<file path="config.mk">
export PLATFORM = sky130hd
export DESIGN_NAME = cf_apb_irq_regs
export DESIGN_NICKNAME = d
export VERILOG_FILES = /design/src/rtl/cf_apb_irq_regs.sv
export SDC_FILE = /design/constraint.sdc
export NUM_CORES = 1
export LEC_CHECK = 0
export BUFFER_PORTS_ARGS = -buffer_cell sky130_fd_sc_hd__buf_2
export CAP_MARGIN = 20
export CORE_MARGIN = 3
export CORE_UTILIZATION = 38
export DETAILED_ROUTE_END_ITERATION = 10
export PLACE_DENSITY = 0.8
export SLEW_MARGIN = 20
export SYNTH_ARGS = -nofsm -noshare
export SYNTH_HDL_FRONTEND = slang
export SYNTH_SLANG_ARGS = --single-unit
</file>
<file path="constraint.sdc">
create_clock -name PCLK -period 1.7 [get_ports PCLK]
set_input_delay 0.17 -clock PCLK [delete_from_list [all_inputs] [get_ports PCLK]]
set_output_delay 0.17 -clock PCLK [all_outputs]
set_load 0.01 [all_outputs]
</file>
<file path="src/rtl/cf_apb_irq_regs.sv">
// APB system-register front-end: IM/MIS/RIS/IC/GCLK window at 0xFF00-0xFF10, core pass-through elsewhere.
// Define CF_IRQ_SYNC_EN to put a 2-flop synchroniser in front of the flag sampling stage.
module cf_apb_irq_regs #(
  parameter int unsigned          NUM_IRQ   = 9,
  parameter logic [NUM_IRQ-1:0]   EDGE_MASK = '0
) (
  input  logic               PCLK,
  input  logic               PRESETn,
  input  logic               PSEL,
  input  logic               PENABLE,
  input  logic               PWRITE,
  input  logic [31:0]        PADDR,
  input  logic [31:0]        PWDATA,
  output logic               PREADY,
  output logic [31:0]        PRDATA,
  output logic               core_stb,
  input  logic               core_ack,
  input  logic [31:0]        core_rdata,
  input  logic [NUM_IRQ-1:0] flags,
  output logic               clk_en,
  output logic               irq
);

  localparam logic [7:0]  OFF_IM   = 8'h00;
  localparam logic [7:0]  OFF_MIS  = 8'h04;
  localparam logic [7:0]  OFF_RIS  = 8'h08;
  localparam logic [7:0]  OFF_IC   = 8'h0C;
  localparam logic [7:0]  OFF_GCLK = 8'h10;
  localparam logic [31:0] BAD_DATA = 32'hDEAD_BEEF;

  typedef enum logic {
    ST_IDLE = 1'b0,
    ST_ACK  = 1'b1
  } state_t;

  function automatic logic [31:0] zext(input logic [NUM_IRQ-1:0] v);
    logic [31:0] r;
    r = 32'h0000_0000;
    r[NUM_IRQ-1:0] = v;
    return r;
  endfunction

  state_t               state_r, state_nxt;
  logic                 hit_s, ack_s, go_s;
  logic                 wr_im_s, wr_ic_s, wr_gclk_s;
  logic [NUM_IRQ-1:0]   flags_in_s;
  logic [NUM_IRQ-1:0]   flags_q_r, flags_d_r, edge_ris_r, im_r;
  logic [NUM_IRQ-1:0]   ris_s, mis_s, rise_s, ic_clr_s;
  logic                 gclk_r, irq_r;
  logic [31:0]          prdata_r, rdata_s;
  logic                 unused_bits;

  assign hit_s     = (PADDR[15:8] == 8'hFF);
  assign ack_s     = (state_r == ST_ACK);
  // ack_s gates a new decode so a held PSEL/PENABLE cannot re-trigger in the ACK cycle
  assign go_s      = PSEL & PENABLE & hit_s & ~ack_s;
  assign wr_im_s   = go_s & PWRITE & (PADDR[7:0] == OFF_IM);
  assign wr_ic_s   = go_s & PWRITE & (PADDR[7:0] == OFF_IC);
  assign wr_gclk_s = go_s & PWRITE & (PADDR[7:0] == OFF_GCLK);

  assign ris_s    = (edge_ris_r & EDGE_MASK) | (flags_q_r & ~EDGE_MASK);
  assign mis_s    = ris_s & im_r;
  assign rise_s   = flags_q_r & ~flags_d_r & EDGE_MASK;
  assign ic_clr_s = wr_ic_s ? PWDATA[NUM_IRQ-1:0] : {NUM_IRQ{1'b0}};

  assign unused_bits = ^{PADDR[31:16], PWDATA};

`ifdef CF_IRQ_SYNC_EN
  logic [NUM_IRQ-1:0] sync1_r, sync2_r;

  // Two-flop synchroniser for asynchronous flag sources
  always_ff @(posedge PCLK) begin
    if (!PRESETn) begin
      sync1_r <= {NUM_IRQ{1'b0}};
      sync2_r <= {NUM_IRQ{1'b0}};
    end else begin
      sync1_r <= flags;
      sync2_r <= sync1_r;
    end
  end

  assign flags_in_s = sync2_r;
`else
  assign flags_in_s = flags;
`endif

  // Access FSM next state
  always_comb begin
    state_nxt = state_r;
    case (state_r)
      ST_IDLE: begin
        if (go_s) begin
          state_nxt = ST_ACK;
        end else begin
          state_nxt = ST_IDLE;
        end
      end
      ST_ACK:  state_nxt = ST_IDLE;
      default: state_nxt = ST_IDLE;
    endcase
  end

  // Read mux, sampled into PRDATA on the ACK edge
  always_comb begin
    rdata_s = 32'h0000_0000;
    case (PADDR[7:0])
      OFF_IM:   rdata_s = zext(im_r);
      OFF_MIS:  rdata_s = zext(mis_s);
      OFF_RIS:  rdata_s = zext(ris_s);
      OFF_IC:   rdata_s = 32'h0000_0000;
      OFF_GCLK: rdata_s = {31'h0000_0000, gclk_r};
      default:  rdata_s = BAD_DATA;
    endcase
  end

  // FSM, registers and interrupt state
  always_ff @(posedge PCLK) begin
    if (!PRESETn) begin
      state_r    <= ST_IDLE;
      flags_q_r  <= {NUM_IRQ{1'b0}};
      flags_d_r  <= {NUM_IRQ{1'b0}};
      edge_ris_r <= {NUM_IRQ{1'b0}};
      im_r       <= {NUM_IRQ{1'b0}};
      gclk_r     <= 1'b0;
      irq_r      <= 1'b0;
      prdata_r   <= 32'h0000_0000;
    end else begin
      state_r    <= state_nxt;
      flags_q_r  <= flags_in_s;
      flags_d_r  <= flags_q_r;
      // set term applied last so a same-cycle rise beats the IC clear
      edge_ris_r <= ((edge_ris_r & ~ic_clr_s) | rise_s) & EDGE_MASK;
      irq_r      <= |mis_s;
      if (wr_im_s) begin
        im_r <= PWDATA[NUM_IRQ-1:0];
      end
      if (wr_gclk_s) begin
        gclk_r <= PWDATA[0];
      end
      if (go_s) begin
        prdata_r <= rdata_s;
      end
    end
  end

  assign PREADY   = hit_s ? ack_s : core_ack;
  assign PRDATA   = hit_s ? prdata_r : core_rdata;
  assign core_stb = PSEL & PENABLE & ~hit_s;
  assign clk_en   = gclk_r;
  assign irq      = irq_r;

endmodule

</file>
=== Word-level counts from Yosys, hierarchy flattened ===
Index checks and enable logic that the tools add are counted.
W data, S select, Z words.

* Bitwise operators: 10
* Muxes and demuxes: 5
* Div/mod/pow operators: 0
* Add/sub/neg operators: 0
* Reductions and logical operators: 2
* Order comparisons: 0
* Shifts and indexed selects: 0
* $mul: 0
* Equal/unequal tests: 5

{| class="wikitable"
|+ Operators by type and width
! cell !! number
|-
| $pmux W32 S5 || 1
|-
| $mux W32 || 1
|-
| $eq A8 B4 Y1 const B || 2
|-
| $and A9 B9 Y9 || 1
|-
| $reduce_or A9 Y1 || 1
|-
| $eq A8 B3 Y1 const B || 1
|-
| $eq A8 B5 Y1 const B || 1
|-
| $eq A8 B8 Y1 const B || 1
|-
| $logic_not A8 Y1 || 1
|-
| $and A1 B1 Y1 || 7
|-
| $mux W1 || 2
|-
| $not A1 Y1 || 2
|-
| $pmux W1 S2 || 1
|}

* Output and inout port bits: 36
* RAM bits: 0
* Input bits: 111
* Register bits after elaboration: 53
* Memories kept: 0
* ROM bits: 0
* Latch bits: 0
* Logic and storage cells: 28

=== Depth between registers and ports, before layout ===
Gate-level depths: netlist (run 1).

* Depth in word-level cells: 5
* Gate-level depth with buffers: 6
* Gate-level depth less buffers: 4

=== Least setup slack after synthesis (run 1) ===
Ideal clock, no wire load.

* Path type: reg-to-reg
* Start point: reg state_r, in the netlist ack_s
* End point: reg im_r[0]
* Cell stages (with the launch flop): 6
* Buffers on the path: 1
* Setup slack: 0.415 ns
* Arrival time: 1.214 ns
* Required time: 1.628 ns
* Period minus slack after synthesis: 1.285 ns
* Setup time: 0.072 ns
* Path through: dfxtp_1 nand3b_1 nor3_1 and3_1 buf_6 mux2i_1

* Word-level cells in the longest chain between the ends: 4

{| class="wikitable"
|+ RTL lines
! what !! line !! RTL
|-
| start: declaration || 43 || <nowiki>state_t state_r, state_nxt;</nowiki>
|-
| start signal: assignment || 128 || <nowiki>state_r <= state_nxt;</nowiki>
|-
| $not A1 Y1 || 56 || <nowiki>assign go_s = PSEL & PENABLE & hit_s & ~ack_s;</nowiki>
|-
| $and A1 B1 Y1 || 56 ||
|-
| $and A1 B1 Y1 (2 in series) || 57 || <nowiki>assign wr_im_s = go_s & PWRITE & (PADDR[7:0] == OFF_IM);</nowiki>
|-
| end signal: assignment || 123 || <nowiki>im_r <= {NUM_IRQ{1'b0}};</nowiki>
|-
| end signal: assignment || 135 || <nowiki>im_r <= PWDATA[NUM_IRQ-1:0];</nowiki>
|-
| end: declaration || 47 || <nowiki>logic [NUM_IRQ-1:0] flags_q_r, flags_d_r, edge_ris_r, im_r;</nowiki>
|}

Every way passes these cells.
A chain may end at the register's enable or synchronous reset.

=== Worst setup path after layout (run 1) ===
* Start point: in PADDR[10]
* End point: out PRDATA[1]

* Word-level cells in the longest chain between the ends: 2

{| class="wikitable"
|+ RTL lines
! what !! line !! RTL
|-
| start: declaration || 12 || <nowiki>input logic [31:0] PADDR,</nowiki>
|-
| $eq A8 B8 Y1 || 53 || <nowiki>assign hit_s = (PADDR[15:8] == 8'hFF);</nowiki>
|-
| $mux W32 || 147 || <nowiki>assign PRDATA = hit_s ? prdata_r : core_rdata;</nowiki>
|-
| end: declaration || 15 || <nowiki>output logic [31:0] PRDATA,</nowiki>
|}

Every way passes these cells.

==> results.md, run 1 <==
- Status: finished clean
- HP Class: in -> reg
- Pwr dens: 647.9 nW/µm²
- Number of synthesized flops with an enable pin: 0
- Final setup margin: 96.60 ps
- Most area-consuming cells after synthesis: dfxtp_1 (37%), a21o_1 (7.6%), mux2i_1 (5.9%), and2_1 (5.6%), mux2_2 (5.3%)
- Aggregate global routing overflow: 0
- Seq. cell area: 620.6 µm²
- Fillcell total: 397
- Syn Nets: 297
- Pleak: 1.160 nW
- Most common cell in the netlist: dfxtp_1
- Hold depth: 2
- Sinks on Clock Net: 31
- Share of flip-flops with an asynchronous set or reset: 0%
- Multi-input gate area: 967.2 µm²
- Latest clock arrival within the worst-skew pair: 280 ps
- Max transition margin: 70.82%
- Fin nets: 406
- Total of max-cap violations: 0
- Cell variety after synth: 35
- Critical path type: in -> out
- R2R Setup Slk: 210 ps
- Area delta synth->final: 40.25%
- Via count: 1,769
- R2R depth: 6
- Main synth FF type: dfxtp_1
- Io pins: 147
- Worst Path Buf+Inv: 3
- Crit-path leading delay family: buffers and inverters
- Vias per inst: 5.113
- CTS buffer count: 5
- Vias in the first global route: 1,676
- CP Depth: 6
- Post-synth top cells: dfxtp_1 (31), nand2_1 (24), a21o_1 (17), and2_1 (15), o21ai_0 (11)
- Die area: 5277 µm²
- Total global-route track usage: 17.93%
- Count of state elements after synthesis: 31
- Yosys top cell area share: 36.77%
- Netlist Area Pre-Place: 1688 µm²
- RSZ-0062 raised after global routing: no
- Total Wirelength: 4.642 mm
- Fin. Hold Viols: 0
- Die height: 72.65 µm
- Clock skew: 4.211 ps
- Final period utilization: 94.32%
- # setup viols final: 0
- Post-route ant nets: 0
- First-pass GRT wire length: 7.334 mm
- CP Launch Type: input port
- CTS tree: built
- Reg clk slew, reported paths: 60 ps
- Initial core utilization: 40.73%
- Port Buffer Count: 107
- Final worst path period need: 1603 ps
- Arrival time at the worst endpoint: 1430 ps
- Cell Rows: 23
- Syn avg cell area: 9.075 µm²
- Worst-path cell chain: buf_2 -> nand4_1 -> or2_1 -> buf_4 -> mux2_2 -> buf_2
- Antenna violations before repair: 0
- Initial detailed-routing violation count: 55
- CTS Buffer Depth: 2
- # diodes: 0
- Syn Inst Count: 186
- Drt pass-1 iters: 4
- Setup crit end kind: output port
- Place WS: 79.18 ps
- Final Wtd Congestion: 0.8063
- Required time of the critical path: 1530 ps
- Yosys warns: 0
- Die W: 72.65 µm
- Total Neg Setup Slack: 0 ps
- # resized after CTS: 0
- Root Driver: clkbuf_8
- Worst-path fanout max: 30
- Core Footprint: 4144 µm²
- CP max-delay cell: mux2_2
- Slew @ Worst Pin: 437.7 ps
- Achievable frequency: 0.6237 GHz
- Post-DP HPWL: 3.720 mm
- Layout cells sized above 1: 45.95%
- H-tree levels: 2
- Largest net degree at the start of global routing: 31
- Post-CTS Setup Repair Bufs: 0
- CTS hold repair buffers: 0
- Max VDD drop: 0.4072 mV
- Slew Limit Fails: 0
- Most used cell, CP: buf_2
- Worst stage delay on the critical path: 370 ps
- WL per Instance: 13.42 µm
- DRC: 0
- Largest area contributor in the netlist: dfxtp_1
- Sequential fraction of the synthesis area: 36.77%
## report_power, final
| part | leakage [nW] | total [mW] | internal, mW | switching, mW |
|---|---|---|---|---|
| Clock | 0.0422 | 0.538 | 0.286 | 0.252 |
| Sequential | 0.252 | 0.747 | 0.739 | 0.00853 |
| Combinational | 0.866 | 0.249 | 0.134 | 0.114 |
## area by class of cell
type                    instances  area share, %
multi-input cells             138          40.86
flip-flops and latches         31          26.22
repair buffers                115          26.22
clock buffers                   7          3.224
well taps                      50          2.643
inverters                       4         0.6342
clock inverters                 1         0.2114
## cells by family after synthesis
| group | synth area share [%] |
|---|---|
| AOI/OAI and AO/OA | 21.27 |
| buffers and inverters | 5.930 |
| DFF | 36.77 |
| muxes | 13.94 |
| and+or+nand+nor | 22.09 |
## per-layer routing
layer	wire (µm)	part of all wire [%]	track usage [%]
met1	1812	39	19.64
met2	2242	48	31.26
met3	489	11	5.647
met4	97	2.1	8.402
met5	0	0	0
## sequential cells by signal, summed over array words and instances, names as in the netlist
signal     flops
clk_en         1
im_r           9
prdata_r      10
irq            1
ack_s          1
flags_q_r      9
## cells in the final DEF (no fill, tap or decap), drive strengths merged
cell type and n:
a21o 17, a21oi 3, a221oi 1, a222oi 1, a22o 1, a22oi 1, a31oi 7, a32o 3
and2 15, and3 5, and4 1, buf 115, clkbuf 7, clkinv 1, dfxtp 31, inv 4
mux2 11, mux2i 10, nand2 24, nand2b 3, nand3 1, nand3b 1, nand4 6, nor2 3
nor2b 1, nor3 4, nor4 1, o2111ai 6, o21ai 11, or2 1
## final timing paths
kind,from,end
setup / recovery,PADDR[10],PRDATA[1]
hold / removal,flags[6],flags_q_r[6]
setup reg to reg,ack_s,im_r[8]
hold reg to reg,prdata_r[4],prdata_r[4]
## stage by stage
step | util [%] | cell area (µm²) | power [mW] | cells | hold WS [ps]
6_report | 57.13 | 2367 | 1.534 | 346 | 92.36
5_1_grt | 57.13 | 2367 | 1.624 | 346 | 82.18
4_1_cts | 57.13 | 2367 | 1.554 | 346 | 86.30
3_5_place_dp | 55.16 | 2286 | 1.013 | 338 | 381.8
3_3_place_gp | 55.16 | 2286 | 1.007 | 338 | 384.9
2_1_floorplan | - | 1688 | 0.8695 | 186 | 297.3
No activity file was read; power rests on OpenSTA's default activity.
==> run 2, diff against run 1 <==
--- a/config.mk
+++ b/config.mk
@@ -5,12 +5,13 @@
 export SDC_FILE = /design/constraint.sdc
 export NUM_CORES = 1
 export LEC_CHECK = 0
+export ABC_AREA = 1
 export BUFFER_PORTS_ARGS = -buffer_cell sky130_fd_sc_hd__buf_2
 export CAP_MARGIN = 20
 export CORE_MARGIN = 3
-export CORE_UTILIZATION = 38
+export CORE_UTILIZATION = 41
 export DETAILED_ROUTE_END_ITERATION = 10
-export PLACE_DENSITY = 0.8
+export PLACE_DENSITY = 0.81
 export SLEW_MARGIN = 20
 export SYNTH_ARGS = -nofsm -noshare
 export SYNTH_HDL_FRONTEND = slang
==> results.md, run 2 <==
- Status: finished clean
- Max reg flops: 10
- Slew @ Worst Pin: 459.9 ps
- Die height: 75.59 µm
- Final Wtd Congestion: 0.8642
- Reg2reg end: prdata_r[2]
- CTS Buffer Depth: 2
- Worst reg2reg startpoint: ack_s
- Fin. Hold Viols: 0
- Final worst path period need: 1392 ps
- Layout cells sized above 1: 30.52%
- Total of max-cap violations: 0
- Adder-cell share of the synthesized area: 0%
- HP Start: flags[8]
- Commonest non-fill, non-tap cells in the layout: nand2_1 (124), buf_2 (107), inv_1 (55)
- Fillcell total: 482
- Setup crit end kind: register
- Achievable frequency: 0.7184 GHz
- Sw frac: 25.07%
- Count of state elements after synthesis: 31
- Net Sw Power: 0.3932 mW
- Combinational power share: 16.0%
- Number of synthesized flops with an enable pin: 0
- CTS tree: built
- Port Buffer Count: 107
- Cell Rows: 24
- Worst-path cell chain: inv_1 -> nand3_1 -> nor2_4 -> buf_4 -> nand2_1 -> nor2_1 -> nor2_1
- Largest net degree at the start of global routing: 30
- CTS buffer count: 5
- Sinks on Clock Net: 31
- Root Driver: clkbuf_8
- Latest clock arrival within the worst-skew pair: 290 ps
- Main combinational cell family by area after synthesis: simple AND/OR/NAND/NOR gates
- Clock skew: 9.611 ps
- Core Footprint: 4504 µm²
- Biggest regs: prdata_r: 10 flops, flags_q_r: 9 flops, im_r: 9 flops
- Syn avg cell area: 5.945 µm²
- CTS hold repair buffers: 0
- Largest area contributor in the netlist: dfxtp_1
- # setup viols final: 0
- Area delta synth->final: 31.76%
- Synth Area in XOR/XNOR: 0%
- WHS Endpoint: flags_q_r[8]
- Die W: 75.59 µm
- Post-synth top cells: nand2_1 (124), inv_1 (55), nor2_1 (39), dfxtp_1 (31), nand3_1 (20)
- Yosys warns: 0
- Hold depth: 3
- Die area: 5714 µm²
- Final setup margin: 308.1 ps
- Pwr dens: 599.5 nW/µm²
- Initial detailed-routing violation count: 69
- Fin nets: 550
- First-pass GRT wire length: 8.362 mm
- Critical path type: reg -> reg
- Main synth FF type: dfxtp_1
- Final period utilization: 81.88%
- Most common cell in the netlist: nand2_1
- Pwr Total: 1.568 mW
- # diodes: 0
- Simple logic cell fraction of the synthesized area: 48.52%
- CP Launch Type: register
- Post-DP HPWL: 4.253 mm
- Place WS: 235.8 ps
- Post-CTS Setup Repair Bufs: 0
- R2R depth: 7
- Most used cell, CP: nor2_1
- Max transition margin: 69.34%
- Crit-path leading delay family: simple AND/OR/NAND/NOR gates
- CP max-delay cell: dfxtp_1
- Worst Path Buf+Inv: 2
- # resized after CTS: 0
- R2R Setup Slk: 310 ps
- Total global-route track usage: 19.00%
- Worst stage delay on the critical path: 310 ps
- Commonest non-fill, non-tap cell in the layout: nand2_1
- RSZ-0062 raised after global routing: no
- Sequential fraction of the synthesis area: 31.25%
- Antenna violations before repair: 0
- Post-route ant nets: 0
- Arrival time at the worst endpoint: 1560 ps
- Total Neg Setup Slack: 0 ps
- Clock Power Share: 36.5%
- Total Wirelength: 5.274 mm
- Netlist Area Pre-Place: 1986 µm²
- Aggregate global routing overflow: 0
- H-tree levels: 2
- WL per Instance: 10.74 µm
- Top reg by flops: prdata_r
- Required time of the critical path: 1870 ps
- DRC: 0
- Fin util: 58.08%
- Yosys top cell area share: 31.25%
- Io pins: 147
- Initial core utilization: 44.08%
- Internal power: 1.175 mW
- Multiplexer area fraction after synthesis: 0%
- HP Class: in -> reg
- Max VDD drop: 0.4714 mV
- Syn Nets: 445
- Pleak: 1.530 nW
- Reg clk slew, reported paths: 70 ps
- Cell variety after synth: 25
- Syn Inst Count: 334
- Share of flip-flops with an asynchronous set or reset: 0%
- Drt pass-1 iters: 4
- Vias in the first global route: 1,999
- Via count: 2,270
- Worst-path fanout max: 16
- Vias per inst: 4.623
- Synth Area in Compound Gates: 5.041%
- Slew Limit Fails: 0
- Sequential share of power: 47.5%
- Most area-consuming cells after synthesis: dfxtp_1 (31%), nand2_1 (23%), inv_1 (10%), nor2_1 (7.4%), nand3_1 (5.0%)
==> run 2: cell type report <==
class	count	area [µm²]	area share, %
Clock buffer	6	82.58	3.156
Clock inverter	1	5.005	0.1913
Inverter	57	214.0	8.178
Multi-Input combinational cell	233	1064	40.65
Sequential cell	31	620.6	23.72
Tap cell	52	65.06	2.487
Timing Repair Buffer	111	565.5	21.62
==> run 2: worst max path at each step <==
stage	startpoint	end	slack [ps]	depth (start not counted)
floorplan	ack_s	prdata_r[2]	540	7
global route	ack_s	prdata_r[2]	170	7
global placement	PADDR[14]	prdata_r[2]	240	9
CTS	ack_s	prdata_r[2]	310	7
detailed placement	PADDR[14]	prdata_r[2]	240	9
finish	ack_s	prdata_r[2]	310	7
==> run 2: metal layers <==
layer,wire (µm),global-route usage (%),vias to the layer above
met5,0,0,-
met4,47,6.019,0
met3,480,4.881,6
met2,2603,36.91,84
met1,2142,19.60,950
li1,-,-,1230
==> run 2: cells by family (layout without fill, tap and decap cells) <==
| kind of cell | Yosys count | after routing |
|---|---|---|
| compound gates | 18 | 18 |
| buf+inv | 70 | 175 |
| flops | 31 | 31 |
| simple gates | 215 | 215 |
==> run 2: per-stage QoR <==
stage | std cells | cell area [µm²] | hold slack, ps
floorplan | 334 | 1986 | 267.6
global placement | 484 | 2529 | 350.1
detailed placement | 484 | 2529 | 354.7
CTS | 491 | 2616 | 57.63
global route | 491 | 2616 | 74.71
finish | 491 | 2616 | 69.32
==> run 2: worst min-delay path, delay by kind of cell <==
| family | cells | cell delay [ps] |
|---|---|---|
| buffers and inverters | 2 | 110 |
| and+or+nand+nor | 1 | 40 |
==> run 2: power groups by stage <==
stage	Combinational [mW]	Clock (mW)	Sequential (mW)
2_1_floorplan	0.119	0	0.759
3_3_place_gp	0.249	0	0.761
3_5_place_dp	0.253	0	0.761
4_1_cts	0.254	0.593	0.745
5_1_grt	0.289	0.623	0.746
6_report	0.251	0.572	0.745
==> run 3, diff against run 2 <==
--- a/config.mk
+++ b/config.mk
@@ -5,13 +5,13 @@
 export SDC_FILE = /design/constraint.sdc
 export NUM_CORES = 1
 export LEC_CHECK = 0
-export ABC_AREA = 1
+export ABC_AREA = 0
 export BUFFER_PORTS_ARGS = -buffer_cell sky130_fd_sc_hd__buf_2
 export CAP_MARGIN = 20
 export CORE_MARGIN = 3
-export CORE_UTILIZATION = 41
+export CORE_UTILIZATION = 38
 export DETAILED_ROUTE_END_ITERATION = 10
-export PLACE_DENSITY = 0.81
+export PLACE_DENSITY = 0.8
 export SLEW_MARGIN = 20
 export SYNTH_ARGS = -nofsm -noshare
 export SYNTH_HDL_FRONTEND = slang
==> constraint.sdc (replaced) <==
create_clock -name PCLK -period 1.4 [get_ports PCLK]
set_input_delay 0.14 -clock PCLK [delete_from_list [all_inputs] [get_ports PCLK]]
set_output_delay 0.14 -clock PCLK [all_outputs]
set_load 0.01 [all_outputs]
==> results.md, run 3 (same netlist as run 1, synthesis figures left out) <==
- Worst Path Buf+Inv: 4
- Multi-input gate area: 987.2 µm²
- Vias per inst: 5.058
- Critical path type: in -> out
- CP max-delay cell: or2_4
- Fillcell total: 368
- HP Class: in -> reg
- Status: finished with violations
- Fin nets: 420
- Via count: 1,821
- RSZ-0062 raised after global routing: yes
- Initial detailed-routing violation count: 63
- Setup crit end kind: output port
- CTS Buffer Depth: 2
- Vias in the first global route: 1,658
- Arrival time at the worst endpoint: 1270 ps
- Total of max-cap violations: 0
- DRC: 0
- R2R depth: 6
- Drt pass-1 iters: 6
- Commonest non-fill, non-tap cell in the layout: buf_2
- Clock skew: 5.200 ps
- Final setup margin: -8.661 ps
- Largest net degree at the start of global routing: 31
- Worst-path cell chain: buf_6 -> nand4_1 -> or2_4 -> buf_6 -> nor2_4 -> clkbuf_16 -> a21o_1 -> buf_2
- Post-DP HPWL: 3.891 mm
- Worst setup startpoint: PADDR[11]
- HP Start: flags[1]
- CTS buffer count: 5
- Total Wirelength: 5.067 mm
- Die W: 72.65 µm
- Area delta synth->final: 52.85%
- Root Driver: clkbuf_8
- CP Launch Type: input port
- Fin util: 62.26%
- Final worst path period need: 1409 ps
- Cell Rows: 23
- Die area: 5277 µm²
- Seq. cell area: 620.6 µm²
- Crit-path leading delay family: simple AND/OR/NAND/NOR gates
- WHS Endpoint: flags_q_r[1]
- Failing checks: negative setup slack
- R2R Setup Slk: 50 ps
- Io pins: 147
- Commonest non-fill, non-tap cells in the layout: buf_2 (102), dfxtp_1 (31), nand2_1 (24)
- Worst-path fanout max: 8
- Pleak: 1.260 nW
- Initial core utilization: 40.73%
- Post-route ant nets: 0
- Fin cells: 360
- Achievable frequency: 0.7099 GHz
- Port Buffer Count: 107
- Max transition margin: 78.32%
- Slew @ Worst Pin: 324.6 ps
- WL per Instance: 14.08 µm
- Final Wtd Congestion: 0.7965
- Die height: 72.65 µm
- Required time of the critical path: 1260 ps
- Final period utilization: 100.6%
- Top reg by flops: prdata_r
- Latest clock arrival within the worst-skew pair: 280 ps
- Reg clk slew, reported paths: 60 ps
- Dpl cells: 345
- Aggregate global routing overflow: 0
- H-tree levels: 2
- Reg2reg end: im_r[4]
- Worst reg2reg startpoint: ack_s
- # diodes: 0
- Biggest regs: prdata_r: 10 flops, flags_q_r: 9 flops, im_r: 9 flops
- Hold depth: 2
- # setup viols final: 8
- Worst stage delay on the critical path: 310 ps
- CTS tree: built
- Total global-route track usage: 18.05%
- Slew Limit Fails: 0
- Layout cells sized above 1: 50.32%
- Sinks on Clock Net: 31
- Core Footprint: 4144 µm²
- Fin. Hold Viols: 0
- Max reg flops: 10
- First-pass GRT wire length: 7.465 mm
- Total Neg Setup Slack: -37.20 ps
- Pwr dens: 773.6 nW/µm²
- Max VDD drop: 0.4841 mV
- Most used cell, CP: buf_6
- Antenna violations before repair: 0
[run 3: worst register-to-register path: stages (launching register included)]
cell and delay (ps):
dfxtp_1 300, nand3b_1 190, nor3_2 120, buf_4 160, and3_4 190, buf_12 140
mux2i_1 190
[run 3: stage by stage]
stage | power, mW | hold WS [ps] | cell area [µm²] | setup slack (ps)
final | 1.996 | 59.44 | 2580 | -8.661
after global routing | 2.097 | 48.76 | 2580 | -55.04
after CTS | 1.997 | 53.59 | 2456 | 9.078
after detailed placement | 1.239 | 349.0 | 2338 | -46.82
after global placement | 1.232 | 350.4 | 2338 | -33.52
after floorplan | 1.056 | 267.3 | 1688 | 114.7
[run 3: cell type report]
type,instances,share of cell area [%]
well taps,50,2.425
clock buffers,7,3.734
inverters,4,0.5820
multi-input cells,138,38.26
clock inverters,1,0.2910
repair buffers,129,30.65
flip-flops and latches,31,24.05
[run 3: worst max-delay path by stage]
stage / to / depth (start not counted)
2_1_floorplan: im_r[0] / 5
6_report: PRDATA[13] / 8
4_1_cts: PRDATA[6] / 6
5_1_grt: im_r[6] / 6
3_5_place_dp: PRDATA[6] / 6
3_3_place_gp: PRDATA[6] / 6
[run 3: layer usage]
layer	GRT usage [%]	routed length, µm
met5	0	0
met4	8.197	139
met3	6.474	521
met2	31.26	2518
met1	19.59	1888
[run 3: report_power, final]
part,internal [mW],switching [mW],total (mW),leakage (nW)
Combinational,0.183,0.146,0.329,0.958
Sequential,0.897,0.0109,0.907,0.252
Clock,0.446,0.313,0.759,0.0505
Total,1.53,0.470,2.00,1.26
[run 3: what timing repair did]
item / in CTS / in global routing
buffers inserted: 0 / 6
resized for setup: 3 / 12
endpoints found under the setup margin: 13 / 41
gates cloned: 0 / 1
hold buffers: 0 / 0
pin swaps: 1 / 1
